[config.mk]
export PLATFORM = sky130hd
export DESIGN_NAME = multicycle_main_control_fsm_flat
export DESIGN_NICKNAME = d
export VERILOG_FILES = /design/src/rtl/multicycle_main_control_fsm_pkg.sv /design/src/rtl/multicycle_main_control_fsm_if.sv /design/src/rtl/multicycle_main_control_fsm_ctrl_out_decode.sv /design/src/rtl/multicycle_main_control_fsm.sv /design/src/flat_wrapper.sv
export SDC_FILE = /design/constraint.sdc
export NUM_CORES = 1
export LEC_CHECK = 0
export BUFFER_PORTS_ARGS = -buffer_cell sky130_fd_sc_hd__buf_2
export CORE_MARGIN = 3
export CORE_UTILIZATION = 23
export CTS_BUF_LIST = sky130_fd_sc_hd__clkbuf_4 sky130_fd_sc_hd__clkbuf_8
export CTS_CLUSTER_DIAMETER = 50
export CTS_CLUSTER_SIZE = 10
export DETAILED_ROUTE_END_ITERATION = 6
export PLACE_DENSITY = 0.49
export SLEW_MARGIN = 20
export SYNTH_ARGS = -nofsm -noshare
export SYNTH_HDL_FRONTEND = slang
export SYNTH_SLANG_ARGS = --single-unit
[constraint.sdc]
create_clock -name clk -period 3.1 [get_ports clk]
set_clock_uncertainty 0.2 [all_clocks]
set_input_delay 0.62 -clock clk [delete_from_list [all_inputs] [get_ports clk]]
set_output_delay 0.62 -clock clk [all_outputs]
set_load 0.005 [all_outputs]
[src/rtl/multicycle_main_control_fsm_pkg.sv]
// Shared constants for the multicycle MIPS main control sequencer:
// opcodes, ALUOp/select codes, state encodings and the control-word layout.
package multicycle_main_control_fsm_pkg;

  localparam logic [5:0] OP_R    = 6'b000000;
  localparam logic [5:0] OP_LW   = 6'b100011;
  localparam logic [5:0] OP_SW   = 6'b101011;
  localparam logic [5:0] OP_BEQ  = 6'b000100;
  localparam logic [5:0] OP_J    = 6'b000010;
  localparam logic [5:0] OP_ADDI = 6'b001000;

  localparam logic [1:0] ALUOP_ADD   = 2'b00;
  localparam logic [1:0] ALUOP_SUB   = 2'b01;
  localparam logic [1:0] ALUOP_FUNCT = 2'b10;

  localparam logic [1:0] SRCB_REGB   = 2'b00;
  localparam logic [1:0] SRCB_FOUR   = 2'b01;
  localparam logic [1:0] SRCB_IMM    = 2'b10;
  localparam logic [1:0] SRCB_IMM_SH = 2'b11;

  localparam logic [1:0] PCSRC_ALU    = 2'b00;
  localparam logic [1:0] PCSRC_ALUOUT = 2'b01;
  localparam logic [1:0] PCSRC_JUMP   = 2'b10;

  typedef enum logic [3:0] {
    IDLE      = 4'd0,
    FETCH     = 4'd1,
    DECODE    = 4'd2,
    MEM_ADDR  = 4'd3,
    MEM_READ  = 4'd4,
    MEM_WB    = 4'd5,
    MEM_WRITE = 4'd6,
    EXECUTE   = 4'd7,
    R_WB      = 4'd8,
    ADDI_EX   = 4'd9,
    ADDI_WB   = 4'd10,
    BRANCH    = 4'd11,
    JUMP      = 4'd12,
    TRAP      = 4'd13
  } state_t;

  typedef struct packed {
    logic       pc_write;
    logic       pc_write_cond;
    logic       iord;
    logic       mem_read;
    logic       mem_write;
    logic       ir_write;
    logic       mem_to_reg;
    logic       reg_dst;
    logic       reg_write;
    logic       alu_src_a;
    logic [1:0] alu_src_b;
    logic [1:0] alu_op;
    logic [1:0] pc_source;
  } ctrl_t;

endpackage

[src/rtl/multicycle_main_control_fsm_if.sv]
// Control bus between the main sequencer (master) and the datapath (slave).
interface multicycle_main_control_fsm_if;

  logic [5:0] opcode;
  logic       zero;
  logic       mem_ready;
  logic       pc_write;
  logic       pc_write_cond;
  logic       iord;
  logic       mem_read;
  logic       mem_write;
  logic       ir_write;
  logic       mem_to_reg;
  logic       reg_dst;
  logic       reg_write;
  logic       alu_src_a;
  logic [1:0] alu_src_b;
  logic [1:0] ALUOp;
  logic [1:0] pc_source;
  logic       illegal_op;
  logic [3:0] state_dbg;

  modport master (
    input  opcode, zero, mem_ready,
    output pc_write, pc_write_cond, iord, mem_read, mem_write, ir_write,
           mem_to_reg, reg_dst, reg_write, alu_src_a, alu_src_b, ALUOp,
           pc_source, illegal_op, state_dbg
  );

  modport slave (
    output opcode, zero, mem_ready,
    input  pc_write, pc_write_cond, iord, mem_read, mem_write, ir_write,
           mem_to_reg, reg_dst, reg_write, alu_src_a, alu_src_b, ALUOp,
           pc_source, illegal_op, state_dbg
  );

endinterface

[src/rtl/multicycle_main_control_fsm_ctrl_out_decode.sv]
// Combinational state + mem_ready -> control-word decoder.
// FETCH is the only Mealy state: IR and PC load only once memory delivers.
module mips_ctrl_out_decode
  import multicycle_main_control_fsm_pkg::*;
(
  input  state_t state,
  input  logic   mem_ready,
  output ctrl_t  ctrl
);

  always_comb begin
    ctrl = '0;
    case (state)
      FETCH: begin
        ctrl.mem_read  = 1'b1;
        ctrl.alu_src_b = SRCB_FOUR;
        ctrl.ir_write  = mem_ready;
        ctrl.pc_write  = mem_ready;
      end
      DECODE: ctrl.alu_src_b = SRCB_IMM_SH;
      MEM_ADDR, ADDI_EX: begin
        ctrl.alu_src_a = 1'b1;
        ctrl.alu_src_b = SRCB_IMM;
      end
      MEM_READ: begin
        ctrl.mem_read = 1'b1;
        ctrl.iord     = 1'b1;
      end
      MEM_WB: begin
        ctrl.reg_write  = 1'b1;
        ctrl.mem_to_reg = 1'b1;
      end
      MEM_WRITE: begin
        ctrl.mem_write = 1'b1;
        ctrl.iord      = 1'b1;
      end
      EXECUTE: begin
        ctrl.alu_src_a = 1'b1;
        ctrl.alu_op    = ALUOP_FUNCT;
      end
      R_WB: begin
        ctrl.reg_write = 1'b1;
        ctrl.reg_dst   = 1'b1;
      end
      ADDI_WB: ctrl.reg_write = 1'b1;
      BRANCH: begin
        ctrl.alu_src_a     = 1'b1;
        ctrl.alu_op        = ALUOP_SUB;
        ctrl.pc_write_cond = 1'b1;
        ctrl.pc_source     = PCSRC_ALUOUT;
      end
      JUMP: begin
        ctrl.pc_write  = 1'b1;
        ctrl.pc_source = PCSRC_JUMP;
      end
      default: ctrl = '0;
    endcase
  end

endmodule

[src/rtl/multicycle_main_control_fsm.sv]
// Main control sequencer for the multicycle MIPS datapath: state register,
// opcode-driven next-state logic and the sticky illegal-opcode trap flag.
module multicycle_main_control_fsm
  import multicycle_main_control_fsm_pkg::*;
(
  input  logic                          clk,
  input  logic                          rst,
  multicycle_main_control_fsm_if.master bus
);

  state_t state;
  state_t next_state;
  logic   illegal_op;
  ctrl_t  ctrl;

  // illegal_op rises together with the entry into TRAP so it is visible in TRAP itself
  always_ff @(posedge clk) begin
    if (rst) begin
      state      <= IDLE;
      illegal_op <= 1'b0;
    end else begin
      state <= next_state;
      if (next_state == TRAP) illegal_op <= 1'b1;
    end
  end

  always_comb begin
    next_state = IDLE;
    case (state)
      IDLE:     next_state = FETCH;
      FETCH:    next_state = bus.mem_ready ? DECODE : FETCH;
      DECODE: begin
        case (bus.opcode)
          OP_LW, OP_SW: next_state = MEM_ADDR;
          OP_R:         next_state = EXECUTE;
          OP_ADDI:      next_state = ADDI_EX;
          OP_BEQ:       next_state = BRANCH;
          OP_J:         next_state = JUMP;
          default:      next_state = TRAP;
        endcase
      end
      MEM_ADDR:  next_state = (bus.opcode == OP_SW) ? MEM_WRITE : MEM_READ;
      MEM_READ:  next_state = bus.mem_ready ? MEM_WB : MEM_READ;
      MEM_WRITE: next_state = bus.mem_ready ? FETCH : MEM_WRITE;
      EXECUTE:   next_state = R_WB;
      ADDI_EX:   next_state = ADDI_WB;
      MEM_WB, R_WB, ADDI_WB, BRANCH, JUMP: next_state = FETCH;
      TRAP:      next_state = TRAP;
      default:   next_state = IDLE;
    endcase
  end

  mips_ctrl_out_decode u_decode (
    .state     (state),
    .mem_ready (bus.mem_ready),
    .ctrl      (ctrl)
  );

  always_comb begin
    bus.pc_write      = ctrl.pc_write;
    bus.pc_write_cond = ctrl.pc_write_cond;
    bus.iord          = ctrl.iord;
    bus.mem_read      = ctrl.mem_read;
    bus.mem_write     = ctrl.mem_write;
    bus.ir_write      = ctrl.ir_write;
    bus.mem_to_reg    = ctrl.mem_to_reg;
    bus.reg_dst       = ctrl.reg_dst;
    bus.reg_write     = ctrl.reg_write;
    bus.alu_src_a     = ctrl.alu_src_a;
    bus.alu_src_b     = ctrl.alu_src_b;
    bus.ALUOp         = ctrl.alu_op;
    bus.pc_source     = ctrl.pc_source;
    bus.illegal_op    = illegal_op;
    bus.state_dbg     = state;
  end

endmodule

[src/flat_wrapper.sv]
// flat-port wrapper written by rule: the top's interface ports become plain ports
module multicycle_main_control_fsm_flat import multicycle_main_control_fsm_pkg::*;
  (clk, rst, bus_opcode, bus_zero, bus_mem_ready, bus_pc_write, bus_pc_write_cond, bus_iord, bus_mem_read, bus_mem_write, bus_ir_write, bus_mem_to_reg, bus_reg_dst, bus_reg_write, bus_alu_src_a, bus_alu_src_b, bus_ALUOp, bus_pc_source, bus_illegal_op, bus_state_dbg);
  multicycle_main_control_fsm_if bus_i ();
  input  logic clk;
  input  logic rst;
  input wire logic [$bits(bus_i.opcode)-1:0] bus_opcode;
  input wire logic [$bits(bus_i.zero)-1:0] bus_zero;
  input wire logic [$bits(bus_i.mem_ready)-1:0] bus_mem_ready;
  output wire logic [$bits(bus_i.pc_write)-1:0] bus_pc_write;
  output wire logic [$bits(bus_i.pc_write_cond)-1:0] bus_pc_write_cond;
  output wire logic [$bits(bus_i.iord)-1:0] bus_iord;
  output wire logic [$bits(bus_i.mem_read)-1:0] bus_mem_read;
  output wire logic [$bits(bus_i.mem_write)-1:0] bus_mem_write;
  output wire logic [$bits(bus_i.ir_write)-1:0] bus_ir_write;
  output wire logic [$bits(bus_i.mem_to_reg)-1:0] bus_mem_to_reg;
  output wire logic [$bits(bus_i.reg_dst)-1:0] bus_reg_dst;
  output wire logic [$bits(bus_i.reg_write)-1:0] bus_reg_write;
  output wire logic [$bits(bus_i.alu_src_a)-1:0] bus_alu_src_a;
  output wire logic [$bits(bus_i.alu_src_b)-1:0] bus_alu_src_b;
  output wire logic [$bits(bus_i.ALUOp)-1:0] bus_ALUOp;
  output wire logic [$bits(bus_i.pc_source)-1:0] bus_pc_source;
  output wire logic [$bits(bus_i.illegal_op)-1:0] bus_illegal_op;
  output wire logic [$bits(bus_i.state_dbg)-1:0] bus_state_dbg;
  assign bus_i.opcode = bus_opcode;
  assign bus_i.zero = bus_zero;
  assign bus_i.mem_ready = bus_mem_ready;
  assign bus_pc_write = bus_i.pc_write;
  assign bus_pc_write_cond = bus_i.pc_write_cond;
  assign bus_iord = bus_i.iord;
  assign bus_mem_read = bus_i.mem_read;
  assign bus_mem_write = bus_i.mem_write;
  assign bus_ir_write = bus_i.ir_write;
  assign bus_mem_to_reg = bus_i.mem_to_reg;
  assign bus_reg_dst = bus_i.reg_dst;
  assign bus_reg_write = bus_i.reg_write;
  assign bus_alu_src_a = bus_i.alu_src_a;
  assign bus_alu_src_b = bus_i.alu_src_b;
  assign bus_ALUOp = bus_i.ALUOp;
  assign bus_pc_source = bus_i.pc_source;
  assign bus_illegal_op = bus_i.illegal_op;
  assign bus_state_dbg = bus_i.state_dbg;
  multicycle_main_control_fsm u_core (.clk(clk), .rst(rst), .bus(bus_i));
endmodule
* After elaboration in Yosys (flattened, before gate mapping)
Index checks and enable logic that the tools add are counted.
** Word-level totals
- Output and inout bits :: 21
- Logic and storage cells :: 49
- Register bits :: 5
- Input bits :: 10
** Operators by class
- Eq/ne operators :: 19
- Reductions and logical operators :: 9
- Muxes and demuxes :: 19
** Operator list (number)
- 4-bit case mux with 9 select lines :: 1
- 4-bit equality test (second input constant) :: 7
- 4-bit case mux with 5 select lines :: 1
- 4-bit by 3-bit equality test with 1-bit output (second input constant) :: 4
- 6-bit equality test (second input constant) :: 2
- 1-bit two-way mux :: 10
- 4-bit by 2-bit equality test with 1-bit output (second input constant) :: 2
- 2-bit case mux with 2 select lines :: 2
- 2-bit OR reduction :: 4
- 6-bit by 2-bit equality test with 1-bit output (second input constant) :: 1
- 6-bit by 3-bit equality test with 1-bit output (second input constant) :: 1
- 6-bit by 4-bit equality test with 1-bit output (second input constant) :: 1
- 6-bit logical NOT :: 1
- 2-bit case mux with 3 select lines :: 1
- 6-bit OR reduction :: 1
- 4-bit by 1-bit equality test with 1-bit output (second input constant) :: 1
- 4-bit logical NOT :: 1
- 2-bit two-way mux :: 2
- 4-bit OR reduction :: 1
- 3-bit two-way mux :: 1
- 3-bit OR reduction :: 1
- 1-bit case mux with 2 select lines :: 1

* Longest topological paths before layout
Gate-level depths: netlist (run 1).
- Depth after elaboration :: 5
- Mapped depth :: 5
- Depth with buffers taken out :: 4

* Hierarchy
Synthesis (run 1) repeated with hierarchy kept, for this count alone.
** Second synthesis, totals
- Cell total of the unflattened synthesis :: 84
- Area, all modules :: 670.6 um2
** Modules (own cells, without submodules)
- multicycle_main_control_fsm :: seq. area each 100.1 um2, instances 1, cells an instance 53, area an instance 421.7 um2
- mips_ctrl_out_decode :: seq. area each 0.0 um2, instances 1, cells an instance 31, area an instance 249.0 um2

* Worst setup path before layout (run 1)
No wires, ideal clock.
- Kind :: in2reg
- Start :: in bus_opcode[0]
- End :: reg u_core.illegal_op (netlist: u_core.bus.illegal_op)
- Path buffers :: 0
- Stages :: 4
- Required time :: 2.770 ns
- Path slack :: 1.070 ns
- Arrival :: 1.700 ns
- Setup time :: 0.130 ns
- Cell sequence :: or4_1 -> o41a_1 -> o221ai_2 -> o32ai_1
** Between the ends
- Cells in the longest elaborated chain, start to end :: 5
- Elaborated cells on any way between the ends :: 11
- Those cells by class :: eq/ne: 6; mux: 3; reduce/logical: 2
** RTL lines
- start: declaration :: line flat_wrapper.sv:7 : input wire logic [$bits(bus_i.opcode)-1:0] bus_opcode;
- 6-bit equality test, on equally long branches :: line multicycle_main_control_fsm.sv:33, multicycle_main_control_fsm.sv:42
- 2-bit OR reduction :: line multicycle_main_control_fsm.sv:33 : case (bus.opcode)
- 4-bit case mux with 5 select lines :: line multicycle_main_control_fsm.sv:33
- 4-bit case mux with 9 select lines * :: line multicycle_main_control_fsm.sv:29 : case (state)
- 4-bit equality test * :: line multicycle_main_control_fsm.sv:23 : if (next_state == TRAP) illegal_op <= 1'b1;
- end signal: assignment :: line multicycle_main_control_fsm.sv:20 : illegal_op <= 1'b0;
- end signal: assignment :: line multicycle_main_control_fsm.sv:23
- end: declaration :: line multicycle_main_control_fsm.sv:13 : logic illegal_op;
Every way passes the cells marked *; elsewhere a longest branch is shown, timed or not.
A chain may end at the register's enable or synchronous reset.

* Worst setup path in the final report (run 1)
- Start :: reg u_core.state[2] (netlist: u_core.bus.state_dbg[2])
- End :: out bus_pc_write
** Between the ends
- Cells in the longest elaborated chain, start to end :: 2
- Elaborated cells on any way between the ends :: 3
- Those cells by class :: eq/ne: 2; mux: 1
** RTL lines
- start: declaration :: line multicycle_main_control_fsm.sv:11 : state_t state;
- start signal: assignment :: line multicycle_main_control_fsm.sv:22 : state <= next_state;
- 4-bit equality test / 4-bit by 1-bit equality test with 1-bit output (equally long branches) :: line multicycle_main_control_fsm_ctrl_out_decode.sv:13 : case (state)
- 1-bit case mux with 2 select lines * :: line multicycle_main_control_fsm_ctrl_out_decode.sv:13
- end: declaration :: line flat_wrapper.sv:10 : output wire logic [$bits(bus_i.pc_write)-1:0] bus_pc_write;
Marks and branches as above.

==> flow_metrics.py, run 1 <==
metrics = {
    "status": {
        "status": "completed",
    },
    "worst_setup_path": {
        "worstReg2RegStart": "u_core.bus.state_dbg[2]",
        "crit_family": "flip-flops",
        "endpoint_kind": "primary output",
        "cp_num_buf_inv": 1,
        "startpoint_type": "register",
        "crit_path_cell_trace": "nand2_1 -> nor3_1 -> or2_2 -> buf_2",
        "crit_arrival_ns": 1.60,
        "r2r-end": "u_core.bus.illegal_op",
        "max_stage_delay_ns": 0.62,
        "worstPathRequired_ns": 2.28,
        "r2r_slack_ns": 1.17,
        "slowest_stage": "dfxtp_1",
        "r2r_cells": 4,
        "path_class": "reg2out",
        "critPathMaxFanout": 14,
    },
    "yosys": {
        "synth_fa_ha_area_share_pct": 0,
        "syn_area_um2": 547,
        "synth_nets": 86,
        "synth_cell_types": 34,
        "synth.top_cells.by_area": "dfxtp_1 (18%), nor2_1 (7.6%), nand2b_1 (5.7%), nor3_1 (5.5%), inv_1 (5.5%)",
        "syn_inst": 76,
        "yosys_warnings": 0,
        "yosysSeqAreaShare_pct": 18.3,
        "yosysTopAreaCell": "dfxtp_1",
        "synth-compound-area-share_pct": 24.7,
        "async_flop_share_pct": 0,
        "synth-seq-cells": 5,
        "synth_simple_gate_area_share_pct": 38.9,
        "synth-xor-area-share_pct": 3.20,
        "synth_top_family_by_area": "simple AND/OR/NAND/NOR gates",
        "synth_top_area_share_pct": 18.3,
        "synthMuxAreaShare_pct": 1.83,
        "synth_area_per_cell_um2": 7.19,
        "synth_edf_count": 0,
        "synth_flop_cell": "dfxtp_1",
    },
    "min_path": {
        "hp-start": "u_core.bus.illegal_op",
        "hold_path.class": "reg2reg",
        "hold_depth": 2,
        "min_to": "u_core.bus.illegal_op",
    },
    "grt": {
        "gr-total-overflow": 0,
        "grt_pass1_wl_mm": 2.40,
        "grt_usage_pct": 11.2,
        "grt_max_degree": 15,
        "antenna_found_initial": 0,
        "grt_pass1_vias": 551,
    },
    "cts": {
        "cts_resized": 0,
        "cts.clk_slew.worst_paths_ns": 0.04,
        "h-tree-depth": 1,
        "post_cts_buffers": 0,
        "cts.path.max_buffers": 2,
        "cts_hold_buf": 0,
        "worstSkewPairLatency_ns": 0.24,
        "cts_tree": "yes",
        "clock-root-buffer": "clkbuf_4",
        "numCtsBuffers": 3,
        "cts_sinks": 5,
    },
    "job": {
        "maxCapViolCount": 0,
    },
    "drt": {
        "wl_per_cell_um": 11.9,
        "vias": 622,
        "wl_mm": 1.58,
        "firstDrtPassIters": 4,
        "drc": 0,
        "viasPerCell": 4.68,
        "met3_length_um": 86,
        "ant_nets": 0,
        "wirelength_met1_um": 796,
        "route.met2.wl_um": 683,
        "highest_layer": "met4",
        "drtIter0Drc": 17,
    },
    "sta": {
        "rsz0062_at_grt": "no",
        "hold_viol": 0,
        "period_share_pct": 77.9,
        "fmax_mhz": 414,
        "slew_headroom_pct": 66.9,
        "fin_crit_ns": 2.42,
        "tns_ns": 0,
        "setup_viol": 0,
        "tightest_slew_ns": 0.496,
        "slew_violations": 0,
    },
    "final_layout": {
        "layout_common_cells": "buf_2 (29), nor2_1 (11), inv_1 (8), nor3_1 (6)",
        "num_antenna_cells": 0,
        "drive_above_1_share_pct": 39.0,
        "final_common_cell": "buf_2",
        "fillCellCount": 250,
        "syn_to_final_growth_pct": 33.6,
        "finalNonFillerCells": 133,
        "nNetsFinal": 116,
    },
    "die": {
        "core-area_mm2": 0.00223,
        "io_pins": 31,
        "die_y_um": 54.8,
        "die_w_um": 54.8,
        "floorplan.initialDensity_pct": 24.5,
        "die_area_mm2": 0.00300,
        "num_rows": 17,
    },
    "placed_design": {
        "routabilityCongestion": 0.774,
        "io_buffers": 29,
        "dp_hpwl_mm": 1.20,
        "dpl.cell_count": 129,
    },
    "pwr": {
        "cellLeakagePower_nw": 0.345,
        "power_density_mw_per_mm2": 350,
        "vdd_ir_drop_max_v": 0.000295,
        "total_power_w": 0.000255,
    },
}
==> metrics by stage <==
step | instance area [um^2] | setup slack [ns] | util (%) | hold slack [ns]
after global placement | 701 | 0.866 | 31.4 | 0.249
after floorplan | 547 | 1.07 | - | 0.248
after global routing | 731 | 0.503 | 32.7 | 0.268
after CTS | 731 | 0.688 | 32.7 | 0.259
final | 731 | 0.684 | 32.7 | 0.254
after detailed placement | 701 | 0.852 | 31.4 | 0.252
==> how the worst max path moves through the flow <==
stage / from / endpoint / slack [ns] / cells after the start
6_report: u_core.bus.state_dbg[2] / bus_pc_write / 0.68 / 4
5_1_grt: u_core.bus.state_dbg[2] / bus_pc_write / 0.50 / 4
4_1_cts: u_core.bus.state_dbg[2] / bus_pc_write / 0.69 / 4
3_5_place_dp: bus_opcode[0] / u_core.bus.illegal_op / 0.85 / 5
3_3_place_gp: bus_opcode[0] / u_core.bus.illegal_op / 0.87 / 5
2_1_floorplan: bus_opcode[0] / u_core.bus.illegal_op / 1.07 / 4
==> routing by layer <==
layer	global-route usage, %	vias up
met5	0	-
li1	-	331
met1	15.5	272
met3	3.54	2
met4	5.81	0
met2	15.2	17
==> synthesized netlist by cell type (3+ instances only) <==
master,instances
buf_2,3
dfxtp_1,5
inv_1,8
nand2b_1,5
nand3_1,3
nor2_1,11
nor3_1,6
o21ai_0,3
==> state kept, by name (all words and copies together) (netlist names) <==
register / flops
u_core.bus.state_dbg: 4
u_core.bus.illegal_op: 1
==> power breakdown <==
group / internal, W / switching, W
Clock: 0.0000574 / 0.0000262
Combinational: 0.0000430 / 0.0000506
Sequential: 0.0000694 / 0.00000875
Total: 0.000170 / 0.0000856
==> cell type report <==
cell class                      count  area [um^2]  area share, %
Clock buffer                        4         30.0           4.11
Multi-Input combinational cell     57          375           51.4
Sequential cell                     5          100           13.7
Tap cell                           28         35.0           4.79
Timing Repair Buffer               31          160           21.9
Inverter                            8         30.0           4.11
==> cells by family (layout without fill, tap and decap cells) <==
kind of cell    Yosys count  after routing
simple gates             37             37
compound gates           17             17
buf+inv                  14             43
flops                     5              5
xor+xnor                  2              2
mux                       1              1
==> worst reg2reg max path: stages (launching register included) <==
cell,delay [ns]
dfxtp_1,0.45
or3b_1,0.47
a211oi_1,0.32
a211oi_1,0.12
o32ai_1,0.28
No activity file was read; power rests on OpenSTA's default activity.
==> run 2, diff against run 1 <==
Clock period 3.1 ns to 2.5 ns, I/O delays scaled along.
==> run 2 against run 1 <==
Against the previous run:
- combinational power rose by 20%
- sequential power rose by 32%
- first-iteration DRC count fell by 35%
- final cell count rose by 1.5%
- setup slack got worse by 0.45 ns
- critical path depth did not move
- critical endpoint unchanged
- highest routed layer unchanged
- routed wire length rose by 1.3%
- clock power rose by 32%
==> flow_metrics.py, run 2 (synthesis gave the netlist of run 1 again) <==
metrics = {
    "final_layout": {
        "num_antenna_cells": 0,
        "fin_util_pct": 33.4,
        "syn_to_final_growth_pct": 36.4,
        "drive_above_1_share_pct": 40.2,
        "layout_common_cells": "buf_2 (29), nor2_1 (11), inv_1 (8), nor3_1 (6)",
        "nNetsFinal": 118,
        "final_common_cell": "buf_2",
        "largest_register_ffs": 4,
    },
    "worst_setup_path": {
        "cp_num_buf_inv": 1,
        "max_stage_delay_ns": 0.62,
        "worstPathRequired_ns": 1.80,
        "path_class": "reg2out",
        "critPathMaxFanout": 14,
        "endpoint_kind": "primary output",
        "crit_path_cell_trace": "or2_2 -> nor3_1 -> or2_2 -> buf_2",
        "startpoint_type": "register",
        "crit_path_frequent_cell": "or2_2",
        "slowest_stage": "dfxtp_1",
        "crit_family": "flip-flops",
        "crit_arrival_ns": 1.57,
    },
    "placed_design": {
        "dp_hpwl_mm": 1.23,
        "routabilityCongestion": 0.757,
        "io_buffers": 29,
    },
    "grt": {
        "gr-usage-met2_pct": 18.1,
        "grt_max_degree": 15,
        "grt_pass1_wl_mm": 2.56,
        "met3_usage_pct": 1.63,
        "antenna_found_initial": 0,
        "grt_use_met1_pct": 15.5,
        "grt_pass1_vias": 594,
        "grt.busiest_layer": "met2",
        "grt_usage_pct": 11.7,
        "gr-total-overflow": 0,
    },
    "min_path": {
        "hold_path.class": "reg2reg",
    },
    "sta": {
        "period_share_pct": 90.7,
        "hold_viol": 0,
        "rsz0062_at_grt": "no",
        "fin_crit_ns": 2.27,
        "setup_viol": 0,
        "tns_ns": 0,
        "fmax_mhz": 441,
        "slew_headroom_pct": 66.9,
        "tightest_slew_ns": 0.496,
        "slew_violations": 0,
    },
    "cts": {
        "cts.path.max_buffers": 2,
        "cts.clk_slew.worst_paths_ns": 0.05,
        "cts_resized": 0,
        "cts_hold_buf": 0,
        "cts_sinks": 5,
        "worstSkewPairLatency_ns": 0.25,
        "clock-root-buffer": "clkbuf_4",
        "post_cts_buffers": 0,
        "h-tree-depth": 1,
        "cts_tree": "yes",
        "numCtsBuffers": 3,
    },
    "job": {
        "maxCapViolCount": 0,
    },
    "die": {
        "core-area_mm2": 0.00223,
        "die_area_mm2": 0.00300,
        "io_pins": 31,
        "floorplan.initialDensity_pct": 24.5,
        "die_y_um": 54.8,
        "die_w_um": 54.8,
        "num_rows": 17,
    },
    "status": {
        "status": "completed",
    },
    "pwr": {
        "power_density_mw_per_mm2": 435,
        "cellLeakagePower_nw": 0.353,
        "vdd_ir_drop_max_v": 0.000266,
    },
    "drt": {
        "viasPerCell": 4.88,
        "drc": 0,
        "wl_mm": 1.60,
        "vias": 659,
        "drtIter0Drc": 11,
        "ant_nets": 0,
        "firstDrtPassIters": 4,
        "wl_per_cell_um": 11.9,
    },
}
[run 2: cell types whose count changed in the layout (fill, tap and decap cells not counted)]
cell,change
buf_4,+2
[run 2: path summary, 6_finish.rpt]
check | from | to | slack (ns) | depth (start not counted)
hold reg to reg | u_core.bus.illegal_op | u_core.bus.illegal_op | 0.27 | 2
hold / removal | u_core.bus.illegal_op | u_core.bus.illegal_op | 0.27 | 2
setup reg to reg | u_core.bus.state_dbg[1] | u_core.bus.illegal_op | 0.59 | 4
setup / recovery | u_core.bus.state_dbg[2] | bus_pc_write | 0.23 | 4
[run 2: worst reg2reg max path, delay by kind of cell (launching register included)]
| family | cells | cell delay [ns] |
|---|---|---|
| AO/OA/AOI/OAI | 3 | 0.66 |
| flip-flops | 1 | 0.52 |
| AND/OR/NAND/NOR | 1 | 0.43 |
[run 2: where the power goes]
group | switching (W) | internal, W | total [W] | leakage [nW]
combinational | 0.0000559 | 0.0000558 | 0.000112 | 0.294
sequential | 0.0000173 | 0.0000860 | 0.000103 | 0.0409
clock | 0.0000380 | 0.0000715 | 0.000110 | 0.0184
total | 0.000111 | 0.000213 | 0.000324 | 0.353
[run 2: routing by layer]
layer | share of wire [%] | vias up
met4 | 1.0 | 0
met5 | 0 | -
met2 | 46 | 23
met3 | 6.5 | 2
li1 | - | 334
met1 | 47 | 300
[run 2: stage by stage]
stage / hold slack [ns] / total power (W) / instances / cell area, um^2 / setup slack, ns
2_1_floorplan: 0.248 / 0.000169 / 76 / 547 / 0.590
3_3_place_gp: 0.249 / 0.000217 / 131 / 716 / 0.387
3_5_place_dp: 0.259 / 0.000217 / 131 / 716 / 0.374
4_1_cts: 0.275 / 0.000331 / 135 / 746 / 0.218
5_1_grt: 0.289 / 0.000347 / 135 / 746 / 0.130
6_report: 0.269 / 0.000324 / 135 / 746 / 0.232
[run 2: area by class of cell]
type | count | area, um^2
well taps | 28 | 35.0
flip-flops and latches | 5 | 100
repair buffers | 33 | 175
inverters | 8 | 30.0
multi-input cells | 57 | 375
clock buffers | 4 | 30.0
fillers | 267 | 1490
